==> src/rtl/rcu_pkg.sv <==
// Shared RCU definitions: domain indices, sequencer states, reset-cause codes
// and the domain release order.
package rcu_pkg;

  localparam int RCU_TEST_CLK       = 0;
  localparam int RCU_BYPASS_CLK     = 1;
  localparam int RCU_CORE_CLK       = 2;
  localparam int RCU_LF_PERI_CLK    = 3;
  localparam int RCU_HF_PERI_CLK    = 4;
  localparam int RCU_AUD_CLK        = 5;
  localparam int RCU_RTC_CLK        = 6;
  localparam int RCU_CLK_MODE_WIDTH = 7;

  typedef enum logic [1:0] {
    HOLD     = 2'd0,
    PLL_WAIT = 2'd1,
    RELEASE  = 2'd2,
    RUN      = 2'd3
  } rcu_state_e;

  localparam logic [1:0] RCU_CAUSE_POR = 2'b00;
  localparam logic [1:0] RCU_CAUSE_EXT = 2'b01;
  localparam logic [1:0] RCU_CAUSE_WDT = 2'b10;
  localparam logic [1:0] RCU_CAUSE_PLL = 2'b11;

  // Release order table: always-on RTC first, core domain last.
  function automatic logic [2:0] rcu_order(input logic [2:0] idx);
    logic [2:0] dom;
    dom = 3'(RCU_CORE_CLK);
    case (idx)
      3'd0: dom = 3'(RCU_RTC_CLK);
      3'd1: dom = 3'(RCU_LF_PERI_CLK);
      3'd2: dom = 3'(RCU_HF_PERI_CLK);
      3'd3: dom = 3'(RCU_AUD_CLK);
      3'd4: dom = 3'(RCU_TEST_CLK);
      3'd5: dom = 3'(RCU_BYPASS_CLK);
      default: dom = 3'(RCU_CORE_CLK);
    endcase
    return dom;
  endfunction

endpackage

==> src/rtl/rcu_lock_filt.sv <==
// PLL lock qualifier: lock_ok_o when lock is seen high on two consecutive
// samples, lock_lost_o when seen low on two consecutive samples.
module rcu_lock_filt (
  input  logic clk_i,
  input  logic rst_n_i,
  input  logic clr_i,
  input  logic lock_i,
  output logic lock_ok_o,
  output logic lock_lost_o
);

  logic hi_q;
  logic lo_q;

  always_ff @(posedge clk_i) begin
    if (!rst_n_i || clr_i) begin
      hi_q <= 1'b0;
      lo_q <= 1'b0;
    end else begin
      hi_q <= lock_i;
      lo_q <= ~lock_i;
    end
  end

  assign lock_ok_o   = hi_q & lock_i;
  assign lock_lost_o = lo_q & ~lock_i;

endmodule

==> src/rtl/rcu_rst_seq.sv <==
// RCU reset sequencer: holds all domain resets while any source is active,
// optionally waits for PLL lock, then releases domains one by one.
module rcu_rst_seq
  import rcu_pkg::*;
#(
  parameter int HOLD_CYCLES = 16,
  parameter int STEP_CYCLES = 8,
  parameter int PLL_TIMEOUT = 1024,
  parameter int NUM_DOM     = RCU_CLK_MODE_WIDTH
) (
  input  logic               clk_i,
  input  logic               rst_n_i,
  input  logic               ext_rst_n_i,
  input  logic               wdt_rst_n_i,
  input  logic               pll_en_i,
  input  logic               pll_lock_i,
  output logic [NUM_DOM-1:0] rst_n_o,
  output logic               pll_strb_o,
  output logic               pll_to_o,
  output logic               busy_o,
  output logic [1:0]         rst_cause_o,
  output rcu_state_e         dbg_state_o
);

  localparam int CNT_MAX =
    (HOLD_CYCLES > STEP_CYCLES)
      ? ((HOLD_CYCLES > PLL_TIMEOUT) ? HOLD_CYCLES : PLL_TIMEOUT)
      : ((STEP_CYCLES > PLL_TIMEOUT) ? STEP_CYCLES : PLL_TIMEOUT);
  localparam int CW = $clog2(CNT_MAX);
  localparam int IW = $clog2(NUM_DOM);

  localparam logic [CW-1:0] HOLD_LAST = CW'(HOLD_CYCLES - 1);
  localparam logic [CW-1:0] STEP_LAST = CW'(STEP_CYCLES - 1);
  localparam logic [CW-1:0] TO_LAST   = CW'(PLL_TIMEOUT - 1);
  localparam logic [IW-1:0] IDX_LAST  = IW'(NUM_DOM - 1);

  rcu_state_e    state_q;
  logic [CW-1:0] cnt_q;
  logic [IW-1:0] idx_q;
  logic          src_ok_q;
  logic          src_ok;
  logic          lock_ok;
  logic          lock_lost;

  assign src_ok      = ext_rst_n_i & wdt_rst_n_i;
  assign dbg_state_o = state_q;

  // Filter history is discarded whenever the sequence is held.
  rcu_lock_filt u_lock_filt (
    .clk_i       (clk_i),
    .rst_n_i     (rst_n_i),
    .clr_i       (state_q == HOLD),
    .lock_i      (pll_lock_i),
    .lock_ok_o   (lock_ok),
    .lock_lost_o (lock_lost)
  );

  always_ff @(posedge clk_i) begin
    if (!rst_n_i) begin
      state_q     <= HOLD;
      cnt_q       <= '0;
      idx_q       <= '0;
      src_ok_q    <= 1'b0;
      rst_n_o     <= '0;
      pll_strb_o  <= 1'b0;
      pll_to_o    <= 1'b0;
      busy_o      <= 1'b1;
      rst_cause_o <= RCU_CAUSE_POR;
    end else begin
      src_ok_q <= src_ok;
      if (!src_ok) begin
        state_q    <= HOLD;
        cnt_q      <= '0;
        idx_q      <= '0;
        rst_n_o    <= '0;
        pll_strb_o <= 1'b0;
        busy_o     <= 1'b1;
        // A source held low across HOLD keeps the cause it was first given.
        if (state_q != HOLD || src_ok_q)
          rst_cause_o <= !ext_rst_n_i ? RCU_CAUSE_EXT : RCU_CAUSE_WDT;
      end else begin
        case (state_q)
          HOLD: begin
            if (cnt_q == HOLD_LAST) begin
              cnt_q   <= '0;
              state_q <= pll_en_i ? PLL_WAIT : RELEASE;
            end else begin
              cnt_q <= cnt_q + 1'b1;
            end
          end
          PLL_WAIT: begin
            if (lock_ok) begin
              cnt_q      <= '0;
              state_q    <= RELEASE;
              pll_strb_o <= 1'b1;
              pll_to_o   <= 1'b0;
            end else if (cnt_q == TO_LAST) begin
              cnt_q    <= '0;
              state_q  <= RELEASE;
              pll_to_o <= 1'b1;
            end else begin
              cnt_q <= cnt_q + 1'b1;
            end
          end
          RELEASE: begin
            if (cnt_q == STEP_LAST) begin
              cnt_q <= '0;
              rst_n_o[rcu_order(3'(idx_q))] <= 1'b1;
              if (idx_q == IDX_LAST) begin
                idx_q   <= '0;
                state_q <= RUN;
                busy_o  <= 1'b0;
              end else begin
                idx_q <= idx_q + 1'b1;
              end
            end else begin
              cnt_q <= cnt_q + 1'b1;
            end
          end
          RUN: begin
            // Loss only matters when the PLL is actually clocking the domains.
            if (pll_strb_o && lock_lost) begin
              state_q     <= HOLD;
              cnt_q       <= '0;
              idx_q       <= '0;
              rst_n_o     <= '0;
              pll_strb_o  <= 1'b0;
              busy_o      <= 1'b1;
              rst_cause_o <= RCU_CAUSE_PLL;
            end
          end
          default: state_q <= HOLD;
        endcase
      end
    end
  end

endmodule

==> config.mk <==
export PLATFORM = sky130hd
export DESIGN_NAME = rcu_rst_seq
export DESIGN_NICKNAME = d
export VERILOG_FILES = /design/src/rtl/rcu_pkg.sv /design/src/rtl/rcu_lock_filt.sv /design/src/rtl/rcu_rst_seq.sv
export SDC_FILE = /design/constraint.sdc
export NUM_CORES = 1
export LEC_CHECK = 0
export ABC_CLOCK_PERIOD_IN_PS = 5450
export BUFFER_PORTS_ARGS = -buffer_cell sky130_fd_sc_hd__buf_2
export CAP_MARGIN = 25
export CORE_MARGIN = 1.5
export CORE_UTILIZATION = 55
export DETAILED_ROUTE_END_ITERATION = 12
export PLACE_DENSITY = 0.77
export SLEW_MARGIN = 40
export SYNTH_ARGS = -nofsm -noshare
export SYNTH_HDL_FRONTEND = slang
export SYNTH_HIERARCHICAL = 1
export SYNTH_SLANG_ARGS = --single-unit
==> constraint.sdc <==
create_clock -name clk_i -period 5.45 [get_ports clk_i]
set_clock_uncertainty 0.15 [all_clocks]
set_input_delay 0.545 -clock clk_i [delete_from_list [all_inputs] [get_ports clk_i]]
set_output_delay 0.545 -clock clk_i [all_outputs]
set_load 0.01 [all_outputs]
==> results by group, run 1 <==
Synth
  – Synth Register Bits: 30
  – Avg Synthesized Cell Area: 8.56 µm²
  – Top_reg_cell synth: dfxtp_1
  – Count of flip-flops with a built-in enable after synthesis: 0
  – Seq/Total Area, Yosys: 0.399
  – Mapped Area: 0.00151 mm²
  – Unique cell type count in the Yosys netlist: 44
  – Synth Instances: 176
  – YS warnings: 6
  – Synth top area share: 0.399
  – Leading area contributor after synthesis: dfxtp_1
  – Synth async-reset ratio: 0
  – Top post-synthesis cells by area: dfxtp_1 (40%), nor2_1 (6.5%), ha_1 (5.0%), a41oi_1 (3.5%), mux2i_1 (3.3%)
  – Mapped Nets: 188

Global routing
  – Vias in the first global route: 1,177
  – First-pass GRT wire length: 5.05 mm
  – Remaining global-route overflow: 0
  – Largest net degree at the start of global routing: 13
  – Global Route Usage Sum: 0.206
  – Initial antenna violation count: 0

Power
  – PD cells: 212 mW/mm²
  – Cell leakage power: 0.000623 µW
  – Maximum VDD drop: 0.000222 V

Route
  – Drt wl/cell: 14.0 µm
  – Vias per inst: 5.86
  – Post-route ant nets: 0
  – WL final: 3.16 mm
  – Via Count: 1,325
  – 1st-pass router iterations: 6
  – Number of remaining DRC errors: 0
  – DRT iter0 DRCs: 32

Flow run
  – Max-Cap Viols: 0

Worst setup path
  – Crit. End Element: flip-flop
  – CP peak stage delay: 0.59 ns
  – Worst Setup Start Kind: flip-flop
  – Worst path arrival time: 2.36 ns
  – Crit Path Class: flip-flop to flip-flop
  – Worst reg2reg endpoint: idx_q[2]
  – Critical-path top delay cell: nor3_2
  – Worst path cell trace: nor4_2 > a31oi_1 > nor3_2 > mux2i_1 > nor2_1
  – WP data required: 5.51 ns
  – Reg2Reg Setup Slack: 3.15 ns
  – Worst Setup SP: cnt_q[5]
  – CP max FO: 9
  – Worst flop-to-flop path startpoint: cnt_q[5]
  – FF-to-FF path depth: 5

Final layout
  – Combined area of the multi-input logic cells: 852 µm²
  – Most frequent cells in the layout: dfxtp_1 (30), nor2_1 (26), buf_2 (19)
  – Commonest non-fill, non-tap cell in the layout: dfxtp_1
  – Diodes inserted: 0
  – Synthesis-to-layout area growth: 10.2%
  – # nets final: 208
  – Reg area: 601 µm²
  – Layout cells sized above 1: 0.153
  – Fill count: 221

Clock network
  – Clock latency on the worst-skew pair: 0.33 ns
  – CTS Buf Count: 5
  – Root Buffer: clkbuf_4
  – Cts-stage hold buffer count: 0
  – Clock Pin Slew Worst Setup and Hold Paths: 0.09 ns
  – Clock sink count: 30
  – Post-CTS Setup Bufs: 0
  – Resized cells post-CTS: 0
  – Max H-tree Level: 2
  – Clock Tree Buf Depth: 2
  – CTS tree: done

STA
  – Final hold vios: 0
  – Fin crit share: 0.422
  – Worst Tran Pin Value: 0.646 ns
  – Highest Clock Rate: 435 MHz
  – Tmin final: 2.30 ns
  – Slew HR: 0.567
  – Unrepaired setup endpoints after global routing: false
  – Setup WS post-layout: 3.15 ns
  – Slew Limit Fails: 0
  – Final setup vio count: 0
  – Final setup TNS: 0 ns

Die
  – Initial Util: 0.592
  – Die area: 0.00306 mm²
  – Die width: 55.3 µm
  – Row Count: 18
  – IO Pins: 20
  – Die Ht: 55.3 µm
  – Core box area: 0.00254 mm²

Worst hold path
  – Worst min-delay path class: primary input to flip-flop
  – Hold path endpoint: u_lock_filt/lo_q
  – Hold_sp: pll_lock_i
  – Worst hold stages: 2

Place
  – Port Buf Inserts: 19
  – Post-DP HPWL: 2.27 mm
  – GPL Wtd Cong: 0.823
  – Pre-CTS setup slack: 3.03 ns

Outcome
  – Status: complete, no violations
[logic make-up (layout without fill, tap and decap cells)]
| kind of cell | Yosys count | after routing | synth area share |
|---|---|---|---|
| multiplexers | 6 | 6 | 0.0407 |
| XOR/XNOR | 10 | 10 | 0.0581 |
| adder cells (fa/ha/maj) | 6 | 6 | 0.0498 |
| flip-flops | 30 | 30 | 0.399 |
| buffers and inverters | 14 | 34 | 0.0357 |
| AO/OA/AOI/OAI | 34 | 34 | 0.159 |
| AND/OR/NAND/NOR | 76 | 76 | 0.258 |
[routing by layer]
layer,GRT usage,part of all wire,up-vias
li1,-,-,661
met1,0.264,0.48,623
met2,0.328,0.47,38
met3,0.0492,0.045,3
met4,0.0941,0.0051,0
met5,0,0,-
[power breakdown]
part / internal, µW / switching, µW / leakage [µW] / total [µW]
Sequential: 220 / 0.574 / 0.000242 / 221
Combinational: 3.75 / 6.37 / 0.000355 / 10.1
Clock: 48.5 / 72.8 / 0.0000254 / 121
[per-stage QoR]
stage                     instance area, µm²  power, µW   util  cells  hold WS (ns)
after global placement                  1620        236  0.635    219         0.296
after CTS                               1660        353  0.652    226         0.258
after detailed placement                1620        236  0.635    219         0.306
after floorplan                         1510        231      -    176         0.299
after global routing                    1660        363  0.652    226         0.262
final                                   1660        352  0.652    226         0.261
[registers in the layout (all words and copies together) (netlist names)]
| signal | cells |
|---|---|
| busy_o | 1 |
| pll_strb_o | 1 |
| rst_n_o | 7 |
| src_ok_q | 1 |
| rst_cause_o | 2 |
| cnt_q | 10 |
| idx_q | 3 |
| pll_to_o | 1 |
| u_lock_filt/lo_q | 1 |
| u_lock_filt/hi_q | 1 |
| dbg_state_o | 2 |
[worst max-delay path by stage]
stage                           endpoint  slack (ns)  depth (start not counted)
after floorplan           dbg_state_o[0]        3.29                          6
final                           idx_q[2]        3.15                          5
after detailed placement  dbg_state_o[0]        3.03                          6
after CTS                 dbg_state_o[0]        3.17                          6
after global placement          cnt_q[0]        3.09                          6
after global routing            idx_q[0]        3.06                          5
[critical path: cells and delay by family, from the launching register on]
family / cells / cell delay, ns
DFF: 1 / 0.38
muxes: 1 / 0.28
AOI/OAI and AO/OA: 1 / 0.27
and+or+nand+nor: 3 / 1.10
[area by class of cell]
class,count,share of cell area
multi-input cells,132,0.513
flip-flops and latches,30,0.362
inverters,8,0.0181
clock buffers,7,0.0271
repair buffers,19,0.0573
well taps,30,0.0226
[synthesized netlist by cell type, drive strengths merged (2+ instances only)]
master	number
a41oi	6
dfxtp	30
clkbuf	5
nor3b	2
o21a	2
nand3	6
nand4	2
a21boi	2
a21oi	7
and2	3
and3	3
nor3	9
nand2	13
nor2b	4
o21ai	7
ha	6
nor4	2
mux2i	5
xor2	5
inv	8
xnor2	5
nor2	26
(Power assumes the default switching activity.)
==> run 2: changes to the inputs <==
--- a/config.mk
+++ b/config.mk
@@ -5,13 +5,13 @@
 export SDC_FILE = /design/constraint.sdc
 export NUM_CORES = 1
 export LEC_CHECK = 0
-export ABC_CLOCK_PERIOD_IN_PS = 5450
+export ABC_CLOCK_PERIOD_IN_PS = 2100
 export BUFFER_PORTS_ARGS = -buffer_cell sky130_fd_sc_hd__buf_2
 export CAP_MARGIN = 25
 export CORE_MARGIN = 1.5
-export CORE_UTILIZATION = 55
+export CORE_UTILIZATION = 50
 export DETAILED_ROUTE_END_ITERATION = 12
-export PLACE_DENSITY = 0.77
+export PLACE_DENSITY = 0.73
 export SLEW_MARGIN = 40
 export SYNTH_ARGS = -nofsm -noshare
 export SYNTH_HDL_FRONTEND = slang
==> constraint.sdc (replaced) <==
create_clock -name clk_i -period 2.1 [get_ports clk_i]
set_clock_uncertainty 0.15 [all_clocks]
set_input_delay 0.21 -clock clk_i [delete_from_list [all_inputs] [get_ports clk_i]]
set_output_delay 0.21 -clock clk_i [all_outputs]
set_load 0.01 [all_outputs]
==> run 2 against run 1 <==
- die area rose by 9.4%
- power rose to 2.7 times the previous value
- routed wire length rose by 7.3%
- first-iteration DRC count rose by 53%
==> results by group, run 2 (synthesis results as in run 1) <==
Final layout
  – # nets final: 225 (+8.2%)
  – Commonest non-fill, non-tap cell in the layout: nor2_1
  – Biggest register: cnt_q
  – Largest registers: cnt_q: 10 flops, rst_n_o: 7 flops, idx_q: 3 flops
  – Fill count: 244 (+10%)
  – Most frequent cells in the layout: nor2_1 (26), dfxtp_1 (25), buf_2 (19)
  – Post-Layout Cell Count: 245 (+8.4%)
  – Layout cells sized above 1: 0.304 (+0.151)
  – Diodes inserted: 0 (unchanged)
  – Synthesis-to-layout area growth: 26.1%
  – Max reg flops: 10 (unchanged)

Worst setup path
  – Reg2Reg Setup Slack: 0.05 ns (-3.10 ns)
  – FF-to-FF path depth: 6 (+1)
  – Worst flop-to-flop path startpoint: dbg_state_o[0]
  – Crit. End Element: flip-flop
  – CP max FO: 5 (-4)
  – Worst Setup Start Kind: flip-flop
  – Crit Path Class: flip-flop to flip-flop
  – WP data required: 2.20 ns (-3.31 ns)
  – Worst path arrival time: 2.15 ns (-0.21 ns)
  – Worst reg2reg endpoint: dbg_state_o[0]

Route
  – DRT iter0 DRCs: 49 (+53%)
  – 1st-pass router iterations: 4 (-2)
  – Drt wl/cell: 13.8 µm (-1.0%)
  – Post-route ant nets: 0 (unchanged)
  – Via Count: 1,406 (+6.1%)
  – WL final: 3.39 mm (+7.3%)
  – Number of remaining DRC errors: 0 (unchanged)
  – Vias per inst: 5.74 (-2.1%)

STA
  – Worst Tran Pin Value: 0.438 ns (-0.208 ns)
  – Final hold vios: 0 (unchanged)
  – Final hold slack: 0.0128 ns (-0.249 ns)
  – Highest Clock Rate: 488 MHz (+12%)
  – Slew Limit Fails: 0 (unchanged)
  – Final setup vio count: 0 (unchanged)
  – Slew HR: 0.707 (+0.140)
  – Tmin final: 2.05 ns (-0.249 ns)
  – Unrepaired setup endpoints after global routing: false
  – Fin crit share: 0.976 (+0.555)

Power
  – PD cells: 501 mW/mm² (+140%)
  – Maximum VDD drop: 0.000407 V (+83%)
  – Total power after layout: 952 µW (+170%)
  – Clock share of power: 0.367 (+0.022)
  – Sequential Power Share: 0.599 (-0.028)
  – Internal power: 744 µW (+170%)
  – Combinational power share: 0.034 (+0.005)
  – Sw power: 208 µW (+160%)
  – Cell leakage power: 0.000726 µW (+17%)
  – Sw frac: 0.218 (-0.00847)

Worst hold path
  – Worst min-delay path class: primary input to flip-flop
  – Hold_sp: pll_lock_i
  – Hold path endpoint: u_lock_filt/hi_q
  – Worst hold stages: 2 (unchanged)

Place
  – Post-DP HPWL: 2.48 mm (+9.4%)
  – GPL Wtd Cong: 0.822 (about the same)
  – Port Buf Inserts: 19 (unchanged)
  – Placed cell count: 233 (+6.4%)

Die
  – Die Ht: 57.9 µm (+4.6%)
  – Row Count: 19 (+1)
  – Core box area: 0.00281 mm² (+10%)
  – Initial Util: 0.537 (-0.0549)
  – Die width: 57.9 µm (+4.6%)
  – IO Pins: 20 (unchanged)
  – Die area: 0.00335 mm² (+9.4%)

Global routing
  – Global Route Usage Sum: 0.223 (+0.0169)
  – Initial antenna violation count: 0 (unchanged)
  – Remaining global-route overflow: 0 (unchanged)
  – First-pass GRT wire length: 5.73 mm (+14%)
  – Vias in the first global route: 1,315 (+12%)
  – Largest net degree at the start of global routing: 13 (unchanged)

Outcome
  – Status: complete, no violations

Flow run
  – Max-Cap Viols: 0 (unchanged)

Clock network
  – CTS tree: done
  – Root Buffer: clkbuf_4
  – Clock sink count: 30 (unchanged)
  – CTS Buf Count: 5 (unchanged)
  – Clock Tree Buf Depth: 2 (unchanged)
  – Clock latency on the worst-skew pair: 0.33 ns (about the same)
  – Clock Pin Slew Worst Setup and Hold Paths: 0.09 ns (about the same)
  – Max H-tree Level: 2 (unchanged)
[run 2: timing repair]
item,in CTS,in global routing
hold endpoints to repair,1,0
gates resized for setup,4,18
endpoints found under the setup margin,11,18
buffers inserted,0,3
pin swaps,0,3
hold buffers,1,0
[run 2: final cells by class]
| class | count | area, µm² | area share |
|---|---|---|---|
| inverters | 8 | 30.0 | 0.0158 |
| multi-input cells | 132 | 933 | 0.491 |
| clock inverters | 1 | 5.00 | 0.00264 |
| repair buffers | 36 | 225 | 0.119 |
| flip-flops and latches | 30 | 612 | 0.322 |
| clock buffers | 7 | 55.1 | 0.0290 |
| well taps | 31 | 38.8 | 0.0204 |
[run 2: metrics by stage]
stage	cell area [µm²]	utilization	TNS [ns]	worst slack, ns
3_3_place_gp	1720	0.612	0	0.0418
3_5_place_dp	1720	0.612	-0.343	-0.0628
2_1_floorplan	1510	-	0	0.00578
6_report	1900	0.677	0	0.0495
5_1_grt	1900	0.677	0	0.000298
4_1_cts	1800	0.641	0	0.0149
[run 2: worst max-delay path, cell delays in order (launching register included)]
cell and delay [ns]:
dfxtp_4 0.37, inv_2 0.07, ha_4 0.17, mux2_2 0.27, or4_4 0.58, o21a_1 0.21, nor3_2 0.14
[run 2: worst max-delay path by stage]
stage              startpoint              to  depth (start not counted)
2_1_floorplan  dbg_state_o[0]  dbg_state_o[0]                          7
3_3_place_gp   dbg_state_o[0]  dbg_state_o[0]                          6
3_5_place_dp   dbg_state_o[0]  dbg_state_o[0]                          6
4_1_cts              cnt_q[1]  dbg_state_o[0]                          6
5_1_grt        dbg_state_o[0]  dbg_state_o[1]                          6
6_report       dbg_state_o[0]  dbg_state_o[0]                          6
[run 2: power groups by stage]
stage	combinational (µW)	clock, µW	sequential (µW)
finish	32.1	349	570
CTS	30.3	361	572
detailed placement	28.6	0	586
global route	36.4	391	571
global placement	27.5	0	586
floorplan	12.6	0	586
[run 2: metal layers]
layer,part of all wire,global-route usage
met4,0.019,0.0764
met3,0.048,0.0625
met5,0,0
met2,0.48,0.381
met1,0.45,0.270
==> run 3: changes to the inputs <==
--- a/config.mk
+++ b/config.mk
@@ -5,7 +5,7 @@
 export SDC_FILE = /design/constraint.sdc
 export NUM_CORES = 1
 export LEC_CHECK = 0
-export ABC_CLOCK_PERIOD_IN_PS = 2100
+export ABC_CLOCK_PERIOD_IN_PS = 1650
 export BUFFER_PORTS_ARGS = -buffer_cell sky130_fd_sc_hd__buf_2
 export CAP_MARGIN = 25
 export CORE_MARGIN = 1.5
==> constraint.sdc (replaced) <==
create_clock -name clk_i -period 1.65 [get_ports clk_i]
set_clock_uncertainty 0.15 [all_clocks]
set_input_delay 0.165 -clock clk_i [delete_from_list [all_inputs] [get_ports clk_i]]
set_output_delay 0.165 -clock clk_i [all_outputs]
set_load 0.01 [all_outputs]
==> run 3 against run 2 <==
- critical path depth is the same
- clock power is 60% higher
- design area grew 27%
- combinational power increased by 65%
- the run now ends with design-rule violations, negative setup slack left
- worst hold slack gained 0.049 ns
- critical path type unchanged
- via count rose by 23%
- routed wire length up 64%
- worst setup slack got worse by 0.52 ns
- sequential cell count stayed put
- non-clock buffer count increased by 37
- global-route usage up 6.9 points
==> results by group, run 3 (synthesis results as in run 1) <==
Die
  – Initial Util: 0.537 (unchanged)
  – Die Ht: 57.9 µm (unchanged)
  – Row Count: 19 (unchanged)
  – Die width: 57.9 µm (unchanged)
  – IO Pins: 20 (unchanged)
  – Die area: 0.00335 mm² (unchanged)
  – Core box area: 0.00281 mm² (unchanged)

Worst hold path
  – Hold_sp: wdt_rst_n_i
  – Worst min-delay path class: primary input to flip-flop
  – Hold path endpoint: rst_cause_o[1]
  – Worst hold stages: 4 (+2)

Clock network
  – Root Buffer: clkbuf_4
  – Clock sink count: 30 (unchanged)
  – Clock Pin Slew Worst Setup and Hold Paths: 0.10 ns (about the same)
  – CTS Buf Count: 5 (unchanged)
  – Clock latency on the worst-skew pair: 0.34 ns (about the same)
  – CTS tree: done
  – Max H-tree Level: 2 (unchanged)
  – Clock Tree Buf Depth: 2 (unchanged)

STA
  – Final setup vio count: 23 (+23)
  – Final hold vios: 0 (unchanged)
  – Worst Tran Pin Value: 0.559 ns (+0.121 ns)
  – Highest Clock Rate: 472 MHz (-3.3%)
  – Fin crit share: 1.28 (+0.308)
  – Setup WS post-layout: -0.470 ns (-0.520 ns)
  – Tmin final: 2.12 ns (+0.0695 ns)
  – Unrepaired setup endpoints after global routing: true
  – Slew Limit Fails: 0 (unchanged)
  – Slew HR: 0.626 (-0.0809)

Place
  – Post-DP HPWL: 2.82 mm (+13%)
  – GPL Wtd Cong: 0.787 (-4.3%)
  – Port Buf Inserts: 19 (unchanged)
  – Placed cell count: 256 (+9.9%)

Global routing
  – Initial antenna violation count: 0 (unchanged)
  – Vias in the first global route: 1,592 (+21%)
  – Largest net degree at the start of global routing: 11 (-2)
  – Remaining global-route overflow: 0 (unchanged)
  – First-pass GRT wire length: 7.29 mm (+27%)
  – Global Route Usage Sum: 0.292 (+0.0688)

Worst setup path
  – Crit Path Class: flip-flop to flip-flop
  – Worst reg2reg endpoint: dbg_state_o[0]
  – CP max FO: 5 (unchanged)
  – Worst flop-to-flop path startpoint: dbg_state_o[0]
  – Worst path arrival time: 2.23 ns (+0.08 ns)
  – Reg2Reg Setup Slack: -0.47 ns (-0.52 ns)
  – WP data required: 1.76 ns (-0.44 ns)
  – FF-to-FF path depth: 6 (unchanged)
  – Worst Setup Start Kind: flip-flop
  – Crit. End Element: flip-flop

Route
  – 1st-pass router iterations: 9 (+5)
  – Post-route ant nets: 0 (unchanged)
  – DRT iter0 DRCs: 163 (+230%)
  – Routed length on met3: 433 µm (+170%)
  – Met1 wire length: 2.13 mm (+39%)
  – Drt wl/cell: 19.7 µm (+42%)
  – Met2 WL: 2.73 mm (+67%)
  – WL final: 5.56 mm (+64%)
  – DR top layer: met4
  – Vias per inst: 6.14 (+7.0%)
  – Via Count: 1,732 (+23%)
  – Number of remaining DRC errors: 4 (+4)

Flow run
  – Max-Cap Viols: 0 (unchanged)

Final layout
  – # nets final: 262 (+16%)
  – Max reg flops: 10 (unchanged)
  – Commonest non-fill, non-tap cell in the layout: buf_4
  – Post-Layout Cell Count: 282 (+15%)
  – Largest registers: cnt_q: 10 flops, rst_n_o: 7 flops, idx_q: 3 flops
  – Layout cells sized above 1: 0.502 (+0.198)
  – Synthesis-to-layout area growth: 60.5%
  – Most frequent cells in the layout: buf_4 (43), nor2_1 (25), dfxtp_1 (23)
  – Fill count: 144 (-41%)
  – Diodes inserted: 0 (unchanged)
  – Biggest register: cnt_q

Outcome
  – Failing checks: design-rule violations, negative setup slack
  – Status: complete, but fails checks

Power
  – Total power after layout: 1340 µW (+41%)
  – PD cells: 553 mW/mm² (+10%)
  – Maximum VDD drop: 0.000490 V (+20%)
  – Cell leakage power: 0.000985 µW (+36%)
[run 3: how the worst max path moves through the flow]
stage	start	end	slack (ns)	depth (start not counted)
after floorplan	dbg_state_o[0]	dbg_state_o[1]	-0.34	7
after global placement	cnt_q[1]	cnt_q[6]	-0.34	6
after detailed placement	cnt_q[1]	dbg_state_o[0]	-0.53	6
after CTS	cnt_q[0]	dbg_state_o[0]	-0.38	6
after global routing	cnt_q[1]	dbg_state_o[0]	-0.50	6
final	dbg_state_o[0]	dbg_state_o[0]	-0.47	6
[run 3: power breakdown]
part	internal [µW]	total, µW	switching (µW)
sequential	724	727	2.55
combinational	23.8	52.9	29.1
clock	291	558	267
total	1040	1340	298
[run 3: layout make-up]
class	instances	area [µm²]	share of cell area
clock buffers	8	78.8	0.0326
inverters	8	32.5	0.0135
multi-input cells	132	1110	0.461
flip-flops and latches	30	614	0.254
well taps	31	38.8	0.0160
repair buffers	73	538	0.223
[run 3: stage by stage]
| step | hold slack (ns) | util | cell area, µm² | worst slack (ns) | setup TNS (ns) |
|---|---|---|---|---|---|
| after floorplan | 0.0908 | - | 1560 | -0.339 | -4.47 |
| after global placement | 0.285 | 0.688 | 1930 | -0.343 | -6.59 |
| after global routing | 0.0918 | 0.862 | 2420 | -0.503 | -7.84 |
| after CTS | 0.0425 | 0.817 | 2290 | -0.383 | -5.04 |
| final | 0.0617 | 0.862 | 2420 | -0.470 | -6.71 |
| after detailed placement | 0.306 | 0.688 | 1930 | -0.528 | -8.48 |
[run 3: repair_timing]
item | 4_1_cts | 5_1_grt
pin swaps | 12 | 10
endpoints found under the hold margin | 5 | 0
setup endpoints to repair | 23 | 26
setup buffers | 13 | 2
resized for setup | 36 | 22
hold buffers | 3 | 0
[run 3: worst max-delay path: stages (launching register included)]
cell     delay (ns)
dfxtp_4        0.41
inv_4          0.06
ha_4           0.17
mux2_4         0.29
or4_4          0.49
o21a_1         0.25
nor3_2         0.20
[run 3: per-layer routing]
metal  GRT usage  vias up
li1            -      774
met1       0.343      812
met2       0.489      111
met3      0.0759       35
met4       0.153        0
met5           0        -
